**src/rtl/multicycle_controller.sv**
```systemverilog
// Main control FSM for the multicycle RV32I core: sequences one instruction per pass
// through the shared ALU, memory, IR, PC and register-file enables.
module multicycle_controller #(
    parameter int unsigned STATE_W      = 4,
    parameter bit          ILLEGAL_HALT = 1'b0
) (
    input  logic               clk,
    input  logic               reset,
    input  logic [6:0]         op,
    input  logic [2:0]         funct3,
    input  logic               funct7b5,
    input  logic               Zero,
    output logic               PCWrite,
    output logic               AdrSrc,
    output logic               MemWrite,
    output logic               IRWrite,
    output logic               RegWrite,
    output logic [1:0]         ResultSrc,
    output logic [1:0]         ALUSrcA,
    output logic [1:0]         ALUSrcB,
    output logic [2:0]         ImmSrc,
    output logic [3:0]         ALUControl,
    output logic               illegal,
    output logic               retire,
    output logic [STATE_W-1:0] state_dbg
);

    typedef enum logic [STATE_W-1:0] {
        S_FETCH, S_DECODE, S_MEMADR, S_MEMREAD, S_MEMWB, S_MEMWRITE,
        S_EXECR, S_EXECI, S_ALUWB, S_BRANCH, S_JAL, S_JALR, S_JALRPC,
        S_LUI, S_AUIPC, S_HALT
    } state_t;

    localparam logic [6:0] OP_LOAD   = 7'b0000011;
    localparam logic [6:0] OP_STORE  = 7'b0100011;
    localparam logic [6:0] OP_RTYPE  = 7'b0110011;
    localparam logic [6:0] OP_ITYPE  = 7'b0010011;
    localparam logic [6:0] OP_BRANCH = 7'b1100011;
    localparam logic [6:0] OP_JAL    = 7'b1101111;
    localparam logic [6:0] OP_JALR   = 7'b1100111;
    localparam logic [6:0] OP_LUI    = 7'b0110111;
    localparam logic [6:0] OP_AUIPC  = 7'b0010111;

    localparam logic [3:0] ALU_ADD   = 4'b0000;
    localparam logic [3:0] ALU_SUB   = 4'b0001;
    localparam logic [3:0] ALU_AND   = 4'b0010;
    localparam logic [3:0] ALU_OR    = 4'b0011;
    localparam logic [3:0] ALU_XOR   = 4'b0100;
    localparam logic [3:0] ALU_SLT   = 4'b0101;
    localparam logic [3:0] ALU_SLTU  = 4'b0110;
    localparam logic [3:0] ALU_AUIPC = 4'b1000;
    localparam logic [3:0] ALU_LUI   = 4'b1001;
    localparam logic [3:0] ALU_SLL   = 4'b1010;
    localparam logic [3:0] ALU_SRA   = 4'b1011;
    localparam logic [3:0] ALU_SRL   = 4'b1100;

    state_t state_q, state_n;

    // Register and immediate forms share one decode; only the register form honours sub.
    function automatic logic [3:0] arith_op(input logic [2:0] f3, input logic alt,
                                            input logic is_reg);
        case (f3)
            3'b000:  arith_op = (is_reg && alt) ? ALU_SUB : ALU_ADD;
            3'b001:  arith_op = ALU_SLL;
            3'b010:  arith_op = ALU_SLT;
            3'b011:  arith_op = ALU_SLTU;
            3'b100:  arith_op = ALU_XOR;
            3'b101:  arith_op = alt ? ALU_SRA : ALU_SRL;
            3'b110:  arith_op = ALU_OR;
            default: arith_op = ALU_AND;
        endcase
    endfunction

    always_ff @(posedge clk) begin
        if (reset) state_q <= S_FETCH;
        else       state_q <= state_n;
    end

    assign state_dbg = state_q;

    always_comb begin
        ImmSrc = 3'b000;
        case (op)
            OP_STORE:         ImmSrc = 3'b001;
            OP_BRANCH:        ImmSrc = 3'b010;
            OP_JAL:           ImmSrc = 3'b011;
            OP_LUI, OP_AUIPC: ImmSrc = 3'b100;
            default:          ImmSrc = 3'b000;
        endcase
    end

    always_comb begin
        state_n    = S_FETCH;
        PCWrite    = 1'b0;
        AdrSrc     = 1'b0;
        MemWrite   = 1'b0;
        IRWrite    = 1'b0;
        RegWrite   = 1'b0;
        ResultSrc  = 2'b00;
        ALUSrcA    = 2'b00;
        ALUSrcB    = 2'b00;
        ALUControl = ALU_ADD;
        illegal    = 1'b0;
        retire     = 1'b0;
        case (state_q)
            S_FETCH: begin
                IRWrite   = 1'b1;
                ALUSrcB   = 2'b10;
                ResultSrc = 2'b10;
                PCWrite   = 1'b1;
                state_n   = S_DECODE;
            end
            S_DECODE: begin
                ALUSrcA = 2'b01;
                ALUSrcB = 2'b01;
                case (op)
                    OP_LOAD, OP_STORE: state_n = S_MEMADR;
                    OP_RTYPE:          state_n = S_EXECR;
                    OP_ITYPE:          state_n = S_EXECI;
                    OP_BRANCH:         state_n = S_BRANCH;
                    OP_JAL:            state_n = S_JAL;
                    OP_JALR:           state_n = S_JALR;
                    OP_LUI:            state_n = S_LUI;
                    OP_AUIPC:          state_n = S_AUIPC;
                    default: begin
                        illegal = 1'b1;
                        if (ILLEGAL_HALT) begin
                            state_n = S_HALT;
                        end else begin
                            retire  = 1'b1;
                            state_n = S_FETCH;
                        end
                    end
                endcase
            end
            S_MEMADR: begin
                ALUSrcA = 2'b10;
                ALUSrcB = 2'b01;
                state_n = op[5] ? S_MEMWRITE : S_MEMREAD;
            end
            S_MEMREAD: begin
                AdrSrc  = 1'b1;
                state_n = S_MEMWB;
            end
            S_MEMWB: begin
                ResultSrc = 2'b01;
                RegWrite  = 1'b1;
                retire    = 1'b1;
            end
            S_MEMWRITE: begin
                AdrSrc   = 1'b1;
                MemWrite = 1'b1;
                retire   = 1'b1;
            end
            S_EXECR: begin
                ALUSrcA    = 2'b10;
                ALUControl = arith_op(funct3, funct7b5, 1'b1);
                state_n    = S_ALUWB;
            end
            S_EXECI: begin
                ALUSrcA    = 2'b10;
                ALUSrcB    = 2'b01;
                ALUControl = arith_op(funct3, funct7b5, 1'b0);
                state_n    = S_ALUWB;
            end
            S_ALUWB: begin
                RegWrite = 1'b1;
                retire   = 1'b1;
            end
            S_BRANCH: begin
                ALUSrcA = 2'b10;
                retire  = 1'b1;
                // slt/sltu report "less than" as a non-zero result, so Zero means not-less.
                case (funct3)
                    3'b000: begin ALUControl = ALU_SUB;  PCWrite = Zero;  end
                    3'b001: begin ALUControl = ALU_SUB;  PCWrite = !Zero; end
                    3'b100: begin ALUControl = ALU_SLT;  PCWrite = !Zero; end
                    3'b101: begin ALUControl = ALU_SLT;  PCWrite = Zero;  end
                    3'b110: begin ALUControl = ALU_SLTU; PCWrite = !Zero; end
                    3'b111: begin ALUControl = ALU_SLTU; PCWrite = Zero;  end
                    default: PCWrite = 1'b0;
                endcase
            end
            S_JAL: begin
                ALUSrcA = 2'b01;
                ALUSrcB = 2'b10;
                PCWrite = 1'b1;
                state_n = S_ALUWB;
            end
            S_JALR: begin
                ALUSrcA = 2'b10;
                ALUSrcB = 2'b01;
                state_n = S_JALRPC;
            end
            S_JALRPC: begin
                ALUSrcA = 2'b01;
                ALUSrcB = 2'b10;
                PCWrite = 1'b1;
                state_n = S_ALUWB;
            end
            S_LUI: begin
                ALUSrcB    = 2'b01;
                ALUControl = ALU_LUI;
                state_n    = S_ALUWB;
            end
            S_AUIPC: begin
                ALUSrcA    = 2'b01;
                ALUSrcB    = 2'b01;
                ALUControl = ALU_AUIPC;
                state_n    = S_ALUWB;
            end
            S_HALT:  state_n = S_HALT;
            default: state_n = S_FETCH;
        endcase
        if (reset) begin
            PCWrite  = 1'b0;
            MemWrite = 1'b0;
            IRWrite  = 1'b0;
            RegWrite = 1'b0;
            illegal  = 1'b0;
            retire   = 1'b0;
        end
    end

endmodule

```
**config.mk**
```make
export PLATFORM = sky130hd
export DESIGN_NAME = multicycle_controller
export DESIGN_NICKNAME = d
export VERILOG_FILES = /design/src/rtl/multicycle_controller.sv
export SDC_FILE = /design/constraint.sdc
export NUM_CORES = 1
export LEC_CHECK = 0
export BUFFER_PORTS_ARGS = -buffer_cell sky130_fd_sc_hd__buf_2
export CAP_MARGIN = 20
export CORE_UTILIZATION = 35
export CTS_CLUSTER_DIAMETER = 30
export DETAILED_ROUTE_END_ITERATION = 16
export GPL_TIMING_DRIVEN = 0
export PLACE_DENSITY = 0.67
export SETUP_SLACK_MARGIN = 0.2
export SLEW_MARGIN = 20
export SYNTH_ARGS = -nofsm -noshare
export SYNTH_HDL_FRONTEND = slang
export SYNTH_SLANG_ARGS = --single-unit
export TNS_END_PERCENT = 1
```
**constraint.sdc**
```tcl
create_clock -name clk -period 2 [get_ports clk]
set_clock_uncertainty 0.2 [all_clocks]
set_input_delay 0.1 -clock clk [delete_from_list [all_inputs] [get_ports clk]]
set_output_delay 0.1 -clock clk [all_outputs]
set_load 0.01 [all_outputs]
```
==> summary.txt <==
Synth
  • Synth top area share: 10.8%
  • Post-synth EDFFs: 0
  • Synthesized Nets: 128
  • Seq cells post-synth: 4
  • Most instantiated cells after synthesis: 11 x nor2_1, 11 x o21ai_0, 9 x nand2_1
  • Warnings from Yosys: 0
  • Synth area leaders: dfxtp_1 11%, o21ai_0 7.4%, nand2b_1 5.9%, nor2_1 5.6%, a21oi_1 4.7%
  • Sequential cell area fraction in the yosys report: 10.8%
  • Primary FF master, synth: dfxtp_1
  • Synth area leader: dfxtp_1
  • Post-synthesis cell count: 114
  • Yosys cell types: 39
  • Mean area per synthesized cell: 6.51 sq um
  • Fraction of registers with async set/reset: 0%
  • Mapped Area: 742 sq um

Setup path
  • R2R cell count: 5
  • Worst reg-to-reg setup slack: 0.26 ns
  • Worst Setup End Kind: output pin
  • Max FO, Critical Path: 9
  • CP arrival: 1.58 ns
  • Critical R2R Capture: state_dbg[1]$_SDFF_PP0_
  • Crit start category: register
  • Kind of critical path: reg2out
  • Reg-to-Reg Start: state_dbg[3]$_SDFF_PP0_
  • Required @ worst endpoint: 1.70 ns

Floorplan
  • Die ar.: 2310 sq um
  • Ports: 38
  • Initial core utilization: 37.4%
  • # rows: 16
  • Die Ht: 48.0 um
  • Core Area: 1980 sq um
  • Die W: 48.0 um

Final layout
  • # diodes: 0
  • Layout Nets: 168
  • FF+latch area: 80.1 sq um
  • Largest register FFs: 4
  • FILL cells: 218
  • Multi-input gate area: 619 sq um
  • Layout cell share with drive strength beyond 1: 36.2%
  • P&R area growth vs syn: 35.9%

Min path
  • Hold worst-path end: state_dbg[2]$_SDFF_PP0_
  • WHS Path Cells: 3
  • Min-delay worst type: in2reg
  • Hold wc startpoint: op[4]

GRT
  • Vias in the first global route: 760
  • Grt total ovfl: 0
  • Initial antenna violation count: 0
  • First-pass GRT wire length: 3030 um
  • Largest net degree at the start of global routing: 11
  • All-Layer GR Usage: 18.2%

Clocking
  • H-tree Lvls: 1
  • Sink Count: 4
  • Clk slew on worst S/H paths: 0.04 ns
  • CTS tree: done
  • Root Driver: clkbuf_4
  • Clock buffer depth: 2
  • Clk_lat worst skew: 0.23 ns
  • TritonCTS buffer count: 3
  • Hold buffer count at cts: 0

Pwr
  • Maximum VDD drop: 0.294 mV
  • P_int: 0.213 mW
  • Combinational share of power: 43.8%
  • Lkg Pwr: 0.471 nW
  • Sequential group share of total power: 26.5%
  • Sw frac: 35.4%
  • P per Cell Area: 327 nW/um^2
  • Clock power share: 29.7%
  • Sw power: 0.117 mW

Routing
  • Post-Route WL: 1990 um
  • Routed wire per std cell: 11.1 um
  • DR vias: 935
  • Via density: 5.22
  • Initial DRC Count: 17
  • First-pass DRT Iterations: 4
  • DRC: 0
  • Post-DRT Antenna Nets: 0

STA
  • Setup TNS Final: 0 ns
  • RSZ-0062 raised after global routing: yes
  • Setup Viol. Count Final: 0
  • Hold Slack: 0.0669 ns
  • Highest clock rate: 531 MHz
  • Slew headroom: 73.3%
  • Slew Limit Fails: 0
  • Ratio of final minimum period to clock period: 94.1%
  • Final Hold Viols: 0
  • Slew @ Worst Pin: 0.401 ns
  • Crit path time final: 1.88 ns

Status
  • Status: completed

Place
  • DP HPWL: 1490 um
  • IO Port Bufs: 34
  • Gpl congestion: 0.802

Job
  • Max cap viols: 0
-- kinds of logic (layout without fill, tap and decap cells) --
kind of cell | Yosys count | after routing | share of synthesized area (%)
XOR/XNOR | 5 | 5 | 5.90
flip-flops | 4 | 4 | 10.8
AND/OR/NAND/NOR | 57 | 57 | 42.7
AO/OA/AOI/OAI | 35 | 35 | 32.7
buffers and inverters | 13 | 51 | 7.92
-- layer usage --
metal / GRT usage [%] / up-vias / share of wire, %
li1: - / 491 / -
met1: 21.0 / 413 / 47
met2: 34.9 / 31 / 46
met3: 5.28 / 0 / 6.0
met4: 0 / 0 / 0
met5: 0 / - / 0
-- worst max path at each step --
stage / end / startpoint / slack (ns) / cells past startpoint
after global routing: illegal / state_dbg[3]$_SDFF_PP0_ / 0.07 / 5
final: illegal / state_dbg[3]$_SDFF_PP0_ / 0.12 / 5
after global placement: illegal / state_dbg[1]$_SDFF_PP0_ / 0.20 / 5
after CTS: illegal / state_dbg[1]$_SDFF_PP0_ / 0.13 / 5
after floorplan: illegal / state_dbg[3]$_SDFF_PP0_ / 0.34 / 4
after detailed placement: illegal / state_dbg[1]$_SDFF_PP0_ / 0.21 / 5
-- power groups by stage --
stage	clock [mW]	sequential [mW]	combinational, mW
floorplan	0	0.0882	0.0863
global placement	0	0.0877	0.134
detailed placement	0	0.0876	0.136
CTS	0.101	0.0873	0.144
global route	0.110	0.0877	0.163
finish	0.0980	0.0875	0.145
-- metrics by stage --
stage	util, %	setup WS, ns	cells	power (mW)	instance area (sq um)
global route	50.9	0.0676	179	0.361	1010
detailed placement	47.7	0.209	175	0.223	946
CTS	50.7	0.128	179	0.332	1000
global placement	47.7	0.198	175	0.221	946
finish	50.9	0.118	179	0.330	1010
floorplan	-	0.341	114	0.174	742
-- worst max-delay path, stage by stage, from the launching register on --
cell and delay (ns):
dfxtp_1 0.31, buf_6 0.13, or2_4 0.25, or3_4 0.34
o21ba_4 0.23, buf_6 0.09
-- timing repair --
action / in CTS / in global routing
setup buffers: 1 / 0
hold endpoints to repair: 0 / 0
pin swaps: 2 / 0
resized for setup: 8 / 6
setup endpoints to repair: 11 / 10
-- layout make-up --
type                            instances  area share (%)
Timing Repair Buffer                   35            18.2
Clock buffer                            3            2.23
Buffer                                  9            5.33
Sequential cell                         4            7.94
Tap cell                               27            3.35
Multi-Input combinational cell         97            61.4
Inverter                                4            1.49
-- placed cells by master, fill, tap and decap left out, drive strengths merged, types with 3 or more instances in the layout --
cell	instances
a21oi	7
buf	40
clkbuf	7
dfxtp	4
inv	4
nand2	10
nand2b	7
nand3	3
nand3b	3
nor2	11
nor2b	3
nor3	7
o21ai	11
xor2	4
No activity file was read; power rests on OpenSTA's default activity.
